**src/rtl/irq_pkg.sv**
```systemverilog
// Shared types and constants for the interrupt aggregation stage.
package irq_pkg;

  localparam logic [31:0] IRQ_VEC_EXT  = 32'h0001_0800;
  localparam logic [31:0] IRQ_VEC_TMR  = 32'h0000_0080;
  localparam logic [31:0] IRQ_VEC_NONE = 32'h0000_0000;

  typedef enum logic [1:0] {
    IDLE,
    FIRE,
    SERVICE
  } irq_state_t;

  typedef enum logic {
    SRC_EXT,
    SRC_TMR
  } irq_src_t;

  // Request encoding presented to the datapath for a granted source.
  function automatic logic [31:0] src_vec(input irq_src_t src);
    return (src == SRC_EXT) ? IRQ_VEC_EXT : IRQ_VEC_TMR;
  endfunction

endpackage

```
**src/rtl/irq_if.sv**
```systemverilog
// Signal bundle between interrupt sources / datapath CSR unit and irq_ctrl.
interface irq_if #(
  parameter int width = 32
);
  logic             timer_tick;
  logic             uart_tx_irq;
  logic             uart_rx_irq;
  logic             mstatus_mie;
  logic             mie_mtie;
  logic             mie_meie;
  logic             irq_ack;
  logic             is_mret;
  logic [width-1:0] irq_vec;
  logic [1:0]       irq_pending;
  logic             in_service;
  logic [7:0]       tmr_overrun;

  modport master (
    output timer_tick, uart_tx_irq, uart_rx_irq, mstatus_mie, mie_mtie, mie_meie,
    output irq_ack, is_mret,
    input  irq_vec, irq_pending, in_service, tmr_overrun
  );

  modport slave (
    input  timer_tick, uart_tx_irq, uart_rx_irq, mstatus_mie, mie_mtie, mie_meie,
    input  irq_ack, is_mret,
    output irq_vec, irq_pending, in_service, tmr_overrun
  );
endinterface

```
**src/rtl/irq_edge_detect.sv**
```systemverilog
// Rising-edge detector for a level source. The first cycle after reset only
// loads the history register, so a level already high at reset release is
// not reported as an edge.
module irq_edge_detect (
  input  logic clk,
  input  logic reset,
  input  logic level_i,
  output logic rise_o
);

  logic prev_q;
  logic armed_q;

  // Track the previous level and arm once the history is valid.
  always_ff @(posedge clk or posedge reset) begin
    if (reset) begin
      prev_q  <= 1'b0;
      armed_q <= 1'b0;
    end else begin
      prev_q  <= level_i;
      armed_q <= 1'b1;
    end
  end

  assign rise_o = armed_q & level_i & ~prev_q;

endmodule

```
**src/rtl/irq_ctrl.sv**
```systemverilog
// Interrupt aggregation: pending latches for the UART edge and timer tick,
// saturating timer overrun counter, and a one-at-a-time request FSM.
//
// state   | meaning
// IDLE    | no request outstanding, waiting for an eligible pending source
// FIRE    | irq_vec driven for the granted source, waiting for irq_ack
// SERVICE | handler running, waiting for mret
module irq_ctrl
  import irq_pkg::*;
#(
  parameter int width = 32
) (
  input logic  clk,
  input logic  reset,
  irq_if.slave bus
);

  logic ext_level;
  logic ext_rise;

  assign ext_level = bus.uart_tx_irq | bus.uart_rx_irq;

  irq_edge_detect u_edge (
    .clk     (clk),
    .reset   (reset),
    .level_i (ext_level),
    .rise_o  (ext_rise)
  );

  irq_state_t       state_q;
  irq_src_t         grant_q;
  irq_src_t         next_src;
  logic [width-1:0] irq_vec_q;
  logic             in_service_q;
  logic             pend_ext_q, pend_ext_d;
  logic             pend_tmr_q, pend_tmr_d;
  logic [7:0]       ovr_q, ovr_d;
  logic             want_ext, want_tmr, eligible, grant_en;
  logic             ack_take, clr_ext, clr_tmr;

  // Eligibility, grant selection and pending/overrun next-state.
  // A set in the same cycle as an ack-clear keeps the bit set.
  always_comb begin
    want_ext   = pend_ext_q & bus.mie_meie;
    want_tmr   = pend_tmr_q & bus.mie_mtie;
    eligible   = bus.mstatus_mie & (want_ext | want_tmr);
    next_src   = want_ext ? SRC_EXT : SRC_TMR;
    grant_en   = bus.mstatus_mie &
                 ((grant_q == SRC_EXT) ? bus.mie_meie : bus.mie_mtie);
    ack_take   = (state_q == FIRE) & bus.irq_ack;
    clr_ext    = ack_take & (grant_q == SRC_EXT);
    clr_tmr    = ack_take & (grant_q == SRC_TMR);
    pend_ext_d = ext_rise | (pend_ext_q & ~clr_ext);
    pend_tmr_d = bus.timer_tick | (pend_tmr_q & ~clr_tmr);
    ovr_d      = ovr_q;
    if (bus.timer_tick && pend_tmr_q && (ovr_q != 8'hFF)) begin
      ovr_d = ovr_q + 8'd1;
    end
  end

  // Pending bits and timer overrun counter.
  always_ff @(posedge clk or posedge reset) begin
    if (reset) begin
      pend_ext_q <= 1'b0;
      pend_tmr_q <= 1'b0;
      ovr_q      <= 8'd0;
    end else begin
      pend_ext_q <= pend_ext_d;
      pend_tmr_q <= pend_tmr_d;
      ovr_q      <= ovr_d;
    end
  end

  // Request FSM with registered irq_vec and in_service.
  always_ff @(posedge clk or posedge reset) begin
    if (reset) begin
      state_q      <= IDLE;
      grant_q      <= SRC_EXT;
      irq_vec_q    <= '0;
      in_service_q <= 1'b0;
    end else begin
      case (state_q)
        IDLE: begin
          if (eligible) begin
            state_q   <= FIRE;
            grant_q   <= next_src;
            irq_vec_q <= width'(src_vec(next_src));
          end
        end
        FIRE: begin
          if (bus.irq_ack) begin
            state_q      <= SERVICE;
            irq_vec_q    <= width'(IRQ_VEC_NONE);
            in_service_q <= 1'b1;
          end else if (!grant_en) begin
            state_q   <= IDLE;
            irq_vec_q <= width'(IRQ_VEC_NONE);
          end
        end
        SERVICE: begin
          if (bus.is_mret) begin
            state_q      <= IDLE;
            in_service_q <= 1'b0;
          end
        end
        default: begin
          state_q      <= IDLE;
          irq_vec_q    <= '0;
          in_service_q <= 1'b0;
        end
      endcase
    end
  end

  assign bus.irq_vec     = irq_vec_q;
  assign bus.irq_pending = {pend_ext_q, pend_tmr_q};
  assign bus.in_service  = in_service_q;
  assign bus.tmr_overrun = ovr_q;

endmodule

```
**src/flat_wrapper.sv**
```systemverilog
// flat-port wrapper written by rule: the top's interface ports become plain ports
module irq_ctrl_flat import irq_pkg::*;
#(
  parameter int width = 32
)
  (clk, reset, bus_timer_tick, bus_uart_tx_irq, bus_uart_rx_irq, bus_mstatus_mie, bus_mie_mtie, bus_mie_meie, bus_irq_ack, bus_is_mret, bus_irq_vec, bus_irq_pending, bus_in_service, bus_tmr_overrun);
  irq_if #(.width(width)) bus_i ();
  input logic clk;
  input logic reset;
  input wire logic [$bits(bus_i.timer_tick)-1:0] bus_timer_tick;
  input wire logic [$bits(bus_i.uart_tx_irq)-1:0] bus_uart_tx_irq;
  input wire logic [$bits(bus_i.uart_rx_irq)-1:0] bus_uart_rx_irq;
  input wire logic [$bits(bus_i.mstatus_mie)-1:0] bus_mstatus_mie;
  input wire logic [$bits(bus_i.mie_mtie)-1:0] bus_mie_mtie;
  input wire logic [$bits(bus_i.mie_meie)-1:0] bus_mie_meie;
  input wire logic [$bits(bus_i.irq_ack)-1:0] bus_irq_ack;
  input wire logic [$bits(bus_i.is_mret)-1:0] bus_is_mret;
  output wire logic [$bits(bus_i.irq_vec)-1:0] bus_irq_vec;
  output wire logic [$bits(bus_i.irq_pending)-1:0] bus_irq_pending;
  output wire logic [$bits(bus_i.in_service)-1:0] bus_in_service;
  output wire logic [$bits(bus_i.tmr_overrun)-1:0] bus_tmr_overrun;
  assign bus_i.timer_tick = bus_timer_tick;
  assign bus_i.uart_tx_irq = bus_uart_tx_irq;
  assign bus_i.uart_rx_irq = bus_uart_rx_irq;
  assign bus_i.mstatus_mie = bus_mstatus_mie;
  assign bus_i.mie_mtie = bus_mie_mtie;
  assign bus_i.mie_meie = bus_mie_meie;
  assign bus_i.irq_ack = bus_irq_ack;
  assign bus_i.is_mret = bus_is_mret;
  assign bus_irq_vec = bus_i.irq_vec;
  assign bus_irq_pending = bus_i.irq_pending;
  assign bus_in_service = bus_i.in_service;
  assign bus_tmr_overrun = bus_i.tmr_overrun;
  irq_ctrl #(.width(width)) u_core (.clk(clk), .reset(reset), .bus(bus_i));
endmodule
```
**config.mk**
```make
export PLATFORM = sky130hd
export DESIGN_NAME = irq_ctrl_flat
export DESIGN_NICKNAME = d
export VERILOG_FILES = /design/src/rtl/irq_pkg.sv /design/src/rtl/irq_if.sv /design/src/rtl/irq_edge_detect.sv /design/src/rtl/irq_ctrl.sv /design/src/flat_wrapper.sv
export SDC_FILE = /design/constraint.sdc
export NUM_CORES = 1
export LEC_CHECK = 0
export CAP_MARGIN = 20
export CORE_AREA = 2 2 55 57
export DETAILED_ROUTE_END_ITERATION = 7
export DIE_AREA = 0 0 57 59
export PLACE_DENSITY = 0.75
export SLEW_MARGIN = 20
export SYNTH_ARGS = -nofsm -noshare
export SYNTH_HDL_FRONTEND = slang
export SYNTH_SLANG_ARGS = --single-unit
```
**constraint.sdc**
```tcl
create_clock -name clk -period 1.95 [get_ports clk]
set_input_delay 0.195 -clock clk [delete_from_list [all_inputs] [get_ports clk]]
set_output_delay 0.195 -clock clk [all_outputs]
set_load 0.02 [all_outputs]
```
After elaboration in Yosys (flattened, before gate mapping):

Index checks and enable logic that the tools add are counted.

* register bits after elaboration: 48
* output and inout port bits: 43
* word-level logic and storage cells: 60

* $add $sub $neg: 1
* eq/ne operators: 7
* mux-type cells: 15
* bitwise logic cells: 21
* reduce and logical (&&, ||, !) cells: 7

Operators with widths (count)
* $mux 32: 3
* $pmux 32 s3: 1
* $mux 17: 1
* $and 1x1->1: 11
* $reduce_and 3->1: 3
* $add 8x1->8 const B: 1
* $mux 2: 4
* $ne 8x8->1 const B: 1
* $not 1->1: 6
* $pmux 2 s3: 1
* $mux 1: 4
* $ne 2x2->1 const B: 2
* $or 1x1->1: 4
* $ne 3x3->1 const B: 1
* $pmux 1 s3: 1
* $eq 2x1->1 const B: 1
* $eq 2x2->1 const B: 1
* $logic_and 1x1->1: 2
* $logic_not 2->1: 1
* $ne 2x1->1 const B: 1
* $reduce_and 2->1: 1

Depth between registers and ports, before layout:

Gate-level depths: netlist (run 1).

* depth in word-level cells: 6
* mapped depth: 5

Hierarchy:

From an unflattened synthesis (run 1), not the netlist that was laid out.

* cells, all modules: 106
* area, all modules: 1064.8 um2

Modules (own cells, without submodules)
* irq_ctrl: times used 1, cells each 101, area an instance 998.5 um2, seq. area each 400.4 um2
* irq_edge_detect: times used 1, cells each 5, area an instance 66.3 um2, seq. area each 50.0 um2

Least setup slack after synthesis (run 1):

Ideal clock, no wire load.

* path type: register to register
* from: reg u_core.ovr_q[0], in the netlist u_core.bus.tmr_overrun[0]
* to: reg u_core.ovr_q[1], in the netlist u_core.bus.tmr_overrun[1]
* data arrival time: 1.485 ns
* required time: 1.822 ns
* path slack: 0.337 ns
* stages on the path, launching flop included: 5
* buffers on the path: 0
* path through: dfrtp_1 > ha_1 > and3_1 > a31oi_4 > mux2_1

* longest elaborated chain between the ends: 2

Ends and longest elaborated chain
* start, declared: line irq_ctrl.sv:37 `logic [7:0] ovr_q, ovr_d;`
* start signal, assigned: line irq_ctrl.sv:70 `ovr_q <= ovr_d;`
* branches (longest 2 deep; another with $add 8x1->8)

Several ways; the timed one is not identified.
A chain may end at the register's enable or synchronous reset.

Final worst setup path (run 1):

Ends and elaborated chain as after synthesis.

==> results of run 1 <==
[Yosys cell counts (all sizes together), types with 2 or more instances]
cell type	count
mux2	3
and3	3
conb	2
dfrtp	18
nand4	3
nor2	3
buf	32
inv	2
o21ai	3
xnor2	6
a21o	3
nand2	10
a21oi	2
[worst paths after layout]
path	to	start	slack [ns]	cells after the start
max	u_core.bus.tmr_overrun[1]$_DFFE_PP0P_	u_core.bus.tmr_overrun[0]$_DFFE_PP0P_	0.31	4
min	u_core.pend_ext_q$_DFF_PP0_	reset	0.30	2
max reg2reg	u_core.bus.tmr_overrun[1]$_DFFE_PP0P_	u_core.bus.tmr_overrun[0]$_DFFE_PP0P_	0.31	4
min reg2reg	u_core.pend_ext_q$_DFF_PP0_	u_core.u_edge.armed_q$_DFF_PP0_	0.48	2
max in group asynchronous	u_core.bus.tmr_overrun[4]$_DFFE_PP0P_	reset	1.21	2
min in group clk	u_core.pend_ext_q$_DFF_PP0_	u_core.u_edge.armed_q$_DFF_PP0_	0.48	2
[critical path, delay by kind of cell (launching register included)]
| family | cells | cell delay (ns) |
|---|---|---|
| compound gates | 1 | 0.30 |
| fa+ha+maj | 1 | 0.22 |
| flops | 1 | 0.43 |
| mux | 1 | 0.36 |
| simple gates | 1 | 0.22 |
[report_power, final]
group / leakage [nW] / switching, W / internal, W
Combinational: 0.332 / 0.000373 / 0.000353
Clock: 0.0210 / 0.000112 / 0.000114
Sequential: 0.215 / 0.000151 / 0.000505
Total: 0.568 / 0.000636 / 0.000971
[final cells by class]
class / count / area, um^2
multi-input cells: 77 / 457
repair buffers: 23 / 230
clock buffers: 4 / 36.3
well taps: 31 / 38.8
fillers: 264 / 1490
inverters: 2 / 7.51
flip-flops and latches: 18 / 450
[cells by family after synthesis]
group | synth area share
AO/OA/AOI/OAI | 0.0942
XOR/XNOR | 0.0584
adder cells (fa/ha/maj) | 0.0119
buffers and inverters | 0.236
flip-flops | 0.429
multiplexers | 0.0417
other | 0.00715
AND/OR/NAND/NOR | 0.122
[through the flow]
| stage | area, um^2 | worst slack [ns] | hold slack (ns) | total power [W] |
|---|---|---|---|---|
| final | 1220 | 0.305 | 0.301 | 0.00161 |
| after CTS | 1220 | 0.296 | 0.316 | 0.00163 |
| after floorplan | 1150 | 0.337 | 0.134 | 0.00114 |
| after detailed placement | 1180 | 0.319 | 0.474 | 0.00139 |
| after global routing | 1220 | 0.201 | 0.337 | 0.00172 |
| after global placement | 1180 | 0.368 | 0.467 | 0.00136 |
[cell usage in the layout (no fill, tap or decap), drive strengths merged]
master	netlist	routed
o22ai	1	1
nand3b	1	1
or2	1	1
nand2b	1	1
mux2	3	3
nand4	3	3
xnor2	6	6
and3	3	3
or4b	1	1
conb	2	30
a21o	3	3
o21ai	3	3
nor2	3	3
nand2	10	10
inv	2	2
dfrtp	18	18
ha	1	1
mux2i	1	1
clkbuf	0	4
a22o	1	1
clkdlybuf4s50	0	23
a31oi	1	1
xor2	1	1
o31ai	1	1
a21oi	2	2
[flip-flops by register name, indices dropped and copies added, names as in the netlist]
| signal | flops |
|---|---|
| u_core.bus.in_service | 1 |
| u_core.u_edge.prev_q | 1 |
| u_core.u_edge.armed_q | 1 |
| u_core.state_q | 2 |
| u_core.grant_q | 1 |
| u_core.bus.irq_vec | 2 |
| u_core.bus.tmr_overrun | 8 |
| u_core.pend_tmr_q | 1 |
| u_core.pend_ext_q | 1 |
[routing by layer]
layer	share of wire	routed length [um]	vias to the layer above
li1	-	-	318
met1	0.44	801	309
met2	0.45	820	43
met3	0.10	180	2
met4	0.0011	2	0
met5	0	0	-
==> flow_summary_export.csv, run 1 <==
group,metric,value,unit
status,outcome,"finished, final reports clean",
synthesis,synth_top_area_share,0.429,
synthesis,netlist-cell-type-count,26,
grt,use_met3,0.0590,
synthesis,synth-edff-count,0,
cts,cts_buffer_depth,2,
synthesis,yosys_warnings,0,
floorplanning,start_util,0.387,
cts,cts_tree,"done",
floorplanning,die_h,59,um
route,drc,0,
worst_setup_path,slowest_stage,"dfrtp_1",
worst_setup_path,cp-start-kind,"flip-flop",
sta,tns,0,ns
synthesis,synth-seq-cells,18,
cts,cts_root_buf,"clkbuf_4",
floorplanning,dieArea,3360,um^2
cts,cts.sinks,18,
sta,max_freq,608,MHz
grt,grt_use_met1,0.135,
synthesis,yosysTopAreaCell,"dfrtp_1",
cts,cts_buffers,3,
grt,grt_overflow,0,
route,dr.first_iter.drc_count,7,
route,wl_per_cell,11.6,um
sta,worstMarginPinSlew,0.680,ns
power_and_ir_drop,cellPowerDensity,1320,nW/um^2
grt,grt-busiest-layer,"met2",
grt,use_met2,0.172,
worst_setup_path,end_kind,"flip-flop",
route,drtAntennaViolNets,0,
floorplanning,io_pins,53,
worst_setup_path,cp.arrival,1.82,ns
sta,fin_skew,0.00777,ns
synthesis,async_flop_share,1.00,
sta,rsz0062_at_grt,"false",
sta,slew_viol_final,0,
grt,grt_use_total,0.110,
worst_setup_path,required,2.12,ns
sta,post-route-period-util,0.844,
final_layout,num-nets-final,136,
final_layout,area_delta_synth_final,16.2,%
route,totalWireLength,1810,um
worst_setup_path,path_cells,"ha_1 -> and3_1 -> a31oi_4 -> mux2_1",
final_layout,stdcell_count,155,
placed_design,io_buffers,23,
grt,antenna_found_initial,0,
worst_hold_path,hold_class,"in2async",
cts,clkTransAtPathRegs,0.10,ns
worst_setup_path,path_max_fanout,8,
cts,post_cts_resized,0,
final_layout,n_antenna_cell,0,
route,via_per_inst,4.34,
sta,setup_violations,0,
synthesis,ys_seq_area_frac,0.429,
placed_design,gp_congestion,0.789,
sta,final_hold_viol_count,0,
final_layout,fin_util,0.450,
route,vias,672,
synthesis,synth_ff_type,"dfrtp_1",
cts,holdBufCountCts,0,
job,drv_cap,0,
worst_setup_path,critPathKind,"reg2reg",
floorplanning,rows,19,
placed_design,dp.cells,151,
power_and_ir_drop,ir_drop,1.03,mV
worst_setup_path,slowest_delay,0.43,ns
final_layout,drive_above_1_share,0.0806,
floorplanning,die_x,57,um
floorplanning,coreArea,2710,um^2
grt,grt_pass1_vias,618,
sta,maxSlewHeadroom,0.546,
cts,post-cts-setup-buffers,0,
synthesis,synth.avg_cell_area,10.4,um^2
cts,htreeDepth,1,
grt,grt_pass1_wl,2850,um
grt,grt_max_degree,19,
cts,clk_latency,0.29,ns
route,firstDrtPassIters,4,
sta,finalCriticalPeriod,1.64,ns
synthesis,syn_inst,101,
placed_design,dp_hpwl,1340,um
synthesis,syn-cell-area,1050,um^2
power_and_ir_drop,power_leakage,0.568,nW
synthesis,synth_area_leaders,"dfrtp_1, buf_4, xnor2_1",
(Power assumes the default switching activity.)
==> inputs of run 2 (changes only) <==
--- a/config.mk
+++ b/config.mk
@@ -6,10 +6,10 @@
 export NUM_CORES = 1
 export LEC_CHECK = 0
 export CAP_MARGIN = 20
-export CORE_AREA = 2 2 55 57
+export CORE_AREA = 2 2 58 60
 export DETAILED_ROUTE_END_ITERATION = 7
-export DIE_AREA = 0 0 57 59
-export PLACE_DENSITY = 0.75
+export DIE_AREA = 0 0 60 62
+export PLACE_DENSITY = 0.71
 export SLEW_MARGIN = 20
 export SYNTH_ARGS = -nofsm -noshare
 export SYNTH_HDL_FRONTEND = slang
==> constraint.sdc (replaced) <==
create_clock -name clk -period 1.4 [get_ports clk]
set_input_delay 0.14 -clock clk [delete_from_list [all_inputs] [get_ports clk]]
set_output_delay 0.14 -clock clk [all_outputs]
set_load 0.02 [all_outputs]
==> run 2 against run 1 <==
The flow now finishes with violations (negative setup slack). Cell area up 13%. Global-route usage increased by 0.84 points. Critical path depth grew 2. Wire length grew 5.7%. Critical path type unchanged. Largest power group unchanged.
==> flow_summary_export.csv, run 2 (synthesized netlist as in run 1, its figures left out) <==
group,metric,value,unit
power_and_ir_drop,power_leakage,0.679,nW
worst_setup_path,cp-start-kind,"flip-flop",
grt,grt_use_total,0.118,
final_layout,fill_cells,329,
final_layout,num-nets-final,152,
worst_setup_path,r2r_cells,6,
final_layout,area_delta_synth_final,30.8,%
power_and_ir_drop,finalPower,0.00237,W
sta,setup_violations,5,
worst_setup_path,cp.arrival,1.72,ns
cts,clkTransAtPathRegs,0.10,ns
route,wl_per_cell,10.3,um
route,totalWireLength,1910,um
sta,fin_skew,0.00235,ns
sta,rsz0062_at_grt,"true",
grt,grt_pass1_vias,750,
sta,post-route-period-util,1.07,
final_layout,stdcell_area,1370,um^2
route,vias,731,
worst_setup_path,ff2ff_setup_slack,-0.10,ns
power_and_ir_drop,ir_drop,0.831,mV
floorplanning,die_x,60,um
grt,grt_pass1_wl,3190,um
cts,clk_latency,0.29,ns
final_layout,largest_reg_flops,8,
sta,slew_viol_final,0,
worst_hold_path,hold_class,"in2async",
status,violations,"negative setup slack",
final_layout,final_common_cell,"conb_1",
route,drc,0,
worst_setup_path,path_max_fanout,8,
placed_design,dp_hpwl,1480,um
route,dr.first_iter.drc_count,12,
route,firstDrtPassIters,4,
cts,htreeDepth,1,
sta,final_hold_viol_count,0,
worst_setup_path,crit_start,"u_core.bus.tmr_overrun[1]$_DFFE_PP0P_",
worst_setup_path,end_kind,"flip-flop",
cts,holdBufCountCts,0,
job,drv_cap,0,
floorplanning,start_util,0.330,
worst_setup_path,r2r-start,"u_core.bus.tmr_overrun[1]$_DFFE_PP0P_",
sta,finalCriticalPeriod,1.50,ns
sta,whs,0.148,ns
sta,fin_ws,-0.100,ns
placed_design,place_ws,-0.137,ns
worst_setup_path,worst_r2r_endpoint,"u_core.bus.tmr_overrun[0]$_DFFE_PP0P_",
placed_design,dpl-instance-area,1320,um^2
grt,grt_overflow,0,
placed_design,gp_congestion,0.797,
cts,cts_root_buf,"clkbuf_4",
placed_design,io_buffers,23,
floorplanning,die_h,62,um
sta,max_freq,667,MHz
final_layout,drive_above_1_share,0.221,
status,outcome,"finished with violations",
cts,cts_buffers,3,
floorplanning,rows,21,
cts,cts.sinks,18,
grt,antenna_found_initial,0,
sta,tns,-0.331,ns
floorplanning,io_pins,53,
route,via_per_inst,3.93,
worst_setup_path,critPathKind,"reg2reg",
cts,cts_buffer_depth,2,
power_and_ir_drop,cellPowerDensity,1730,nW/um^2
floorplanning,coreArea,3180,um^2
final_layout,n_antenna_cell,0,
worst_setup_path,required,1.62,ns
grt,grt_max_degree,19,
route,drtAntennaViolNets,0,
final_layout,mostFrequentLayoutCells,"conb_1, dfrtp_1, buf_4",
floorplanning,dieArea,3720,um^2
cts,cts_tree,"done",
-- run 2: changes by cell type in the layout (fill, tap and decap cells not counted), moves of 2 or more --
cell | previous run | this run
clkdlybuf4s50_1 | 23 | 9
dfrtp_2 | 0 | 2
buf_4 | 0 | 15
dfrtp_1 | 18 | 16
dlygate4sd2_1 | 0 | 13
-- run 2: cell type report --
| class | count | area, um^2 | share of cell area |
|---|---|---|---|
| sequential | 18 | 453 | 0.330 |
| inverter | 2 | 7.51 | 0.00547 |
| tap | 46 | 57.6 | 0.0419 |
| clock buffer | 4 | 36.3 | 0.0264 |
| multi-input combinational | 77 | 478 | 0.348 |
| timing repair buffer | 39 | 340 | 0.248 |
-- run 2: critical path: stages, from the launching register on --
cell	delay [ns]
dfrtp_2	0.44
ha_4	0.16
and3_4	0.17
a31oi_4	0.27
buf_4	0.17
buf_6	0.08
xor2_1	0.13
-- run 2: layer usage --
layer / track usage / share of wire
met4: 0.0698 / 0.016
met3: 0.0269 / 0.059
met1: 0.135 / 0.44
met2: 0.203 / 0.48
met5: 0 / 0
-- run 2: power by group --
group	switching [W]	internal, W	leakage, nW
Combinational	0.000618	0.000569	0.446
Clock	0.000161	0.000158	0.0210
Sequential	0.000155	0.000709	0.213
-- run 2: timing repair --
action / in CTS / in global routing
resized for setup: 14 / 2
pin swaps: 6 / 5
setup buffers: 1 / 1
setup endpoints to repair: 22 / 10
-- run 2: worst max path at each step --
stage	endpoint	slack [ns]	cells past startpoint
CTS	u_core.bus.tmr_overrun[6]$_DFFE_PP0P_	-0.11	5
floorplan	u_core.bus.tmr_overrun[1]$_DFFE_PP0P_	-0.12	4
detailed placement	u_core.bus.irq_vec[7]$_DFFE_PP0P_	-0.14	5
finish	u_core.bus.tmr_overrun[0]$_DFFE_PP0P_	-0.10	6
global route	u_core.bus.tmr_overrun[6]$_DFFE_PP0P_	-0.17	5
global placement	u_core.bus.irq_vec[7]$_DFFE_PP0P_	-0.09	5
-- run 2: through the flow --
stage,instances,utilization
finish,186,0.432
global route,186,0.432
CTS,185,0.427
detailed placement,180,0.416
global placement,180,0.416
floorplan,129,-
